### src/rtl/cdc_toggle_handshake_tx.sv
// rtl/cdc_toggle_handshake_tx.sv - source-side toggle-handshake CDC launcher
// Holds one word on tx_data, flips req_toggle per word, waits for the synchronised ack level.
module cdc_toggle_handshake_tx #(
    parameter int WIDTH       = 4,
    parameter int SYNC_STAGES = 2,
    parameter int TIMEOUT     = 255
) (
    input  logic             clk,
    input  logic             rst_n,
    input  logic             in_valid,
    output logic             in_ready,
    input  logic [WIDTH-1:0] in_data,
    output logic [WIDTH-1:0] tx_data,
    output logic             req_toggle,
    input  logic             ack_toggle,
    output logic             busy,
    output logic             done,
    output logic             err_timeout,
    input  logic             err_clear
);

    localparam int CW = (TIMEOUT > 0) ? $clog2(TIMEOUT + 1) : 1;

    typedef enum logic {
        IDLE,
        WAIT_ACK
    } state_t;

    state_t                 state;
    logic [SYNC_STAGES-1:0] ack_sync;
    logic [CW-1:0]          tmo_cnt;
    logic                   ack_s;
    logic                   ack_match;
    logic                   accept;
    logic                   tmo_hit;

    assign ack_s     = ack_sync[SYNC_STAGES-1];
    assign ack_match = (ack_s == req_toggle);
    // A stale ack level after a one-sided reset keeps the launcher closed until levels agree.
    assign in_ready  = (state == IDLE) && ack_match;
    assign accept    = in_valid && in_ready;

    generate
        if (TIMEOUT > 0) begin : g_tmo
            assign tmo_hit = (state == WAIT_ACK) && (tmo_cnt == CW'(TIMEOUT - 1));
        end else begin : g_no_tmo
            assign tmo_hit = 1'b0;
        end
    endgenerate

    always_ff @(posedge clk or negedge rst_n) begin
        if (!rst_n) begin
            ack_sync <= '0;
        end else begin
            ack_sync <= {ack_sync[SYNC_STAGES-2:0], ack_toggle};
        end
    end

    always_ff @(posedge clk or negedge rst_n) begin
        if (!rst_n) begin
            state       <= IDLE;
            tx_data     <= '0;
            req_toggle  <= 1'b0;
            busy        <= 1'b0;
            done        <= 1'b0;
            tmo_cnt     <= '0;
            err_timeout <= 1'b0;
        end else begin
            done <= 1'b0;
            case (state)
                IDLE: begin
                    if (accept) begin
                        tx_data    <= in_data;
                        req_toggle <= ~req_toggle;
                        state      <= WAIT_ACK;
                        busy       <= 1'b1;
                        tmo_cnt    <= '0;
                    end
                end
                WAIT_ACK: begin
                    if (tmo_cnt != CW'(TIMEOUT)) begin
                        tmo_cnt <= tmo_cnt + CW'(1);
                    end
                    if (ack_match) begin
                        state <= IDLE;
                        busy  <= 1'b0;
                        done  <= 1'b1;
                    end
                end
            endcase
            // Set has priority over clear when both land on the same edge.
            if (tmo_hit) begin
                err_timeout <= 1'b1;
            end else if (err_clear) begin
                err_timeout <= 1'b0;
            end
        end
    end

endmodule

### config.mk
export PLATFORM = sky130hd
export DESIGN_NAME = cdc_toggle_handshake_tx
export DESIGN_NICKNAME = d
export VERILOG_FILES = /design/src/rtl/cdc_toggle_handshake_tx.sv
export SDC_FILE = /design/constraint.sdc
export NUM_CORES = 1
export LEC_CHECK = 0
export BUFFER_PORTS_ARGS = -buffer_cell sky130_fd_sc_hd__buf_4
export CORE_MARGIN = 2
export CORE_UTILIZATION = 50
export CTS_BUF_LIST = sky130_fd_sc_hd__clkbuf_8
export CTS_CLUSTER_SIZE = 24
export DETAILED_ROUTE_END_ITERATION = 6
export PLACE_DENSITY_LB_ADDON = 0.12
export SLEW_MARGIN = 20
export SYNTH_ARGS = -nofsm -noshare
export SYNTH_HDL_FRONTEND = slang
export SYNTH_SLANG_ARGS = --single-unit
### constraint.sdc
create_clock -name clk -period 1.23 [get_ports clk]
set_input_delay 0.1845 -clock clk [delete_from_list [all_inputs] [get_ports clk]]
set_output_delay 0.1845 -clock clk [all_outputs]
set_load 0.1 [all_outputs]
==> flow_summary.json <==
{
  "worst_slew_pin_slew_ps": 288,
  "critPathKind": "reg2out",
  "post_drt_wl_per_cell_um": 18.1,
  "cp-start-kind": "register",
  "finalNonFillerCells": 137,
  "grt_pass1_wl_mm": 3.90,
  "grt_pass1_vias": 816,
  "ys.flop_type": "dfrtp_1",
  "reg2reg_to": "tmo_cnt[1]$_DFFE_PN0P_",
  "drtIter0Drc": 21,
  "syn_area_um2": 888,
  "clk_pin_slew_ps": 70,
  "clock_latency_ps": 260,
  "drtAntennaViolNets": 0,
  "setup_viol": 17,
  "drive_gt1_frac": 0.517,
  "cts_tree": "yes",
  "rr_worst_depth": 6,
  "worstHoldStart": "ack_toggle",
  "cts_max_level": 1,
  "root_buffer": "clkbuf_8",
  "die_h_um": 46.2,
  "num_vias": 827,
  "yosys_warnings": 0,
  "fmax_mhz": 651,
  "skew_ps": 3.28,
  "ff2ff_setup_slack_ps": -290,
  "antenna_found_initial": 0,
  "synthesis.nets": 89,
  "hold_class": "in2reg",
  "syn_inst": 78,
  "post-dp-hpwl_mm": 1.46,
  "ioPinCount": 18,
  "via_per_inst": 6.04,
  "cts_buffer_depth": 2,
  "slew_headroom": 0.807,
  "die_area_um2": 2130,
  "synthTopCellsByArea": "dfrtp_1 54%, mux2_1 5.1%, nand2_1 3.0%",
  "layout_min_cycle_time_ps": 1540,
  "synth_cell_types": 35,
  "hold_end": "ack_sync[0]$_DFF_PN0_",
  "arrival_ps": 1350,
  "preCtsSetupSlack_ps": -224,
  "endpoint_kind": "output port",
  "area_growth_pct": 55.5,
  "placed_cell_area_um2": 1190,
  "grt_max_degree": 20,
  "finalHoldViolCount": 0,
  "timing.rr.start": "req_toggle$_DFFE_PN0P_",
  "synth-async-reset-ratio": 1.00,
  "violations": "negative setup slack",
  "num_rows": 15,
  "start_util": 0.526,
  "cts_sinks": 19,
  "slowest_stage": "dfrtp_4",
  "fp.coreArea_um2": 1690,
  "crit_path_start": "req_toggle$_DFFE_PN0P_",
  "cap_violations": 0,
  "grt_remaining_overflow": 0,
  "yosysTopAreaCellShare": 0.535,
  "tns_ps": -3390,
  "drcViolationCount": 0,
  "fp.dieW_um": 46.2,
  "status": "finished with violations",
  "ys_seq_elements": 19,
  "portBuffers": 17,
  "period_share": 1.25,
  "required_ps": 1050,
  "grt_usage": 0.266,
  "cp_top_family": "flip-flops",
  "yosysTopAreaCell": "dfrtp_1",
  "dp.cells": 127,
  "path_max_fanout": 3,
  "numCtsBuffers": 3,
  "synth-seq-area-share": 0.535,
  "antenna_cells": 0,
  "final_design_area_no_fill_um2": 1380,
  "hold_depth": 1,
  "worst_path_largest_cell_delay_ps": 510,
  "drt_pass1_iterations": 5,
  "avgSynthCellArea_um2": 11.4,
  "nets": 132,
  "rsz0062_at_grt": "true",
  "critical_path_buf_inv_count": 2,
  "gp_congestion": 0.852,
  "path_cells": "xor2_4, buf_6, nor2_4, buf_12",
  "synth_edf_count": 0,
  "drt-total-wl_mm": 2.49,
  "final_max_slew_viol_count": 0,
  "setup_ws_ps": -307,
  "nFillCells": 103
}
-- state kept, by name, summed over array words and instances, names as in the netlist --
register     flops
tmo_cnt          8
tx_data          4
ack_sync         2
busy             1
done             1
err_timeout      1
req_toggle       1
state            1
-- final cells by class --
type	instances	area (um2)	share of cell area
Sequential cell	19	479	0.347
Multi-Input combinational cell	53	474	0.343
Timing Repair Buffer	41	350	0.254
Clock buffer	3	41.3	0.0299
Tap cell	17	21.3	0.0154
Inverter	3	11.3	0.00815
Clock inverter	1	3.75	0.00272
-- stage by stage --
step / hold WS, ps / utilization
4_1_cts: 28.6 / 0.802
3_5_place_dp: 75.2 / 0.704
2_1_floorplan: -111 / -
6_report: 30.0 / 0.818
5_1_grt: 25.3 / 0.818
3_3_place_gp: 68.4 / 0.704
-- worst max path at each step --
stage / slack (ps) / cells past startpoint / to
2_1_floorplan: -440 / 3 / in_ready
3_3_place_gp: -160 / 4 / tx_data[1]$_DFFE_PN0P_
3_5_place_dp: -220 / 4 / tx_data[0]$_DFFE_PN0P_
4_1_cts: -300 / 4 / in_ready
5_1_grt: -330 / 4 / in_ready
6_report: -310 / 4 / in_ready
-- logic make-up after synthesis --
| group | count (synthesis) | share of synthesized area |
|---|---|---|
| and+or+nand+nor | 23 | 0.151 |
| AOI/OAI and AO/OA | 19 | 0.155 |
| DFF | 19 | 0.535 |
| buffers and inverters | 6 | 0.0282 |
| muxes | 6 | 0.0732 |
| xor gates and xnor gates | 3 | 0.0296 |
| adders and majority gates | 2 | 0.0282 |
-- timing repair --
| action | in CTS | in global routing |
|---|---|---|
| gates cloned | 0 | 0 |
| hold buffers | 1 | 0 |
| endpoints found under the setup margin | 15 | 17 |
| buffers inserted | 4 | 5 |
| resized for setup | 19 | 5 |
| pin swaps | 9 | 10 |
| endpoints found under the hold margin | 19 | 0 |
-- synthesized netlist by cell type (2+ instances only) --
master   number
a21oi_1       2
buf_2         2
dfrtp_1      19
ha_1          2
inv_1         3
mux2_1        4
mux2i_1       2
nand2_1       7
nand3_1       3
nand4_1       2
nor2_1        2
nor3_1        2
o21ai_0       5
xnor2_1       2
-- layout by cell type, fill, tap and decap left out, drive strengths merged, types with 2 or more instances in the layout --
cell / count
buf: 40
nor2: 3
mux2: 4
ha: 2
nand3: 3
nand2: 7
a21oi: 2
nor3: 2
clkbuf: 3
dfrtp: 19
xnor2: 2
nand4: 2
mux2i: 2
o21ai: 6
inv: 4
-- per-layer routing --
layer | vias up | global-route usage | routed length, um
met5 | - | 0 | 0
met4 | 0 | 0.131 | 78
met3 | 11 | 0.0392 | 117
met2 | 38 | 0.439 | 1360
met1 | 403 | 0.334 | 928
li1 | 375 | - | -
Power is not shown: default switching activity piles up to over one toggle a cycle in this logic, so the estimate is an artifact.
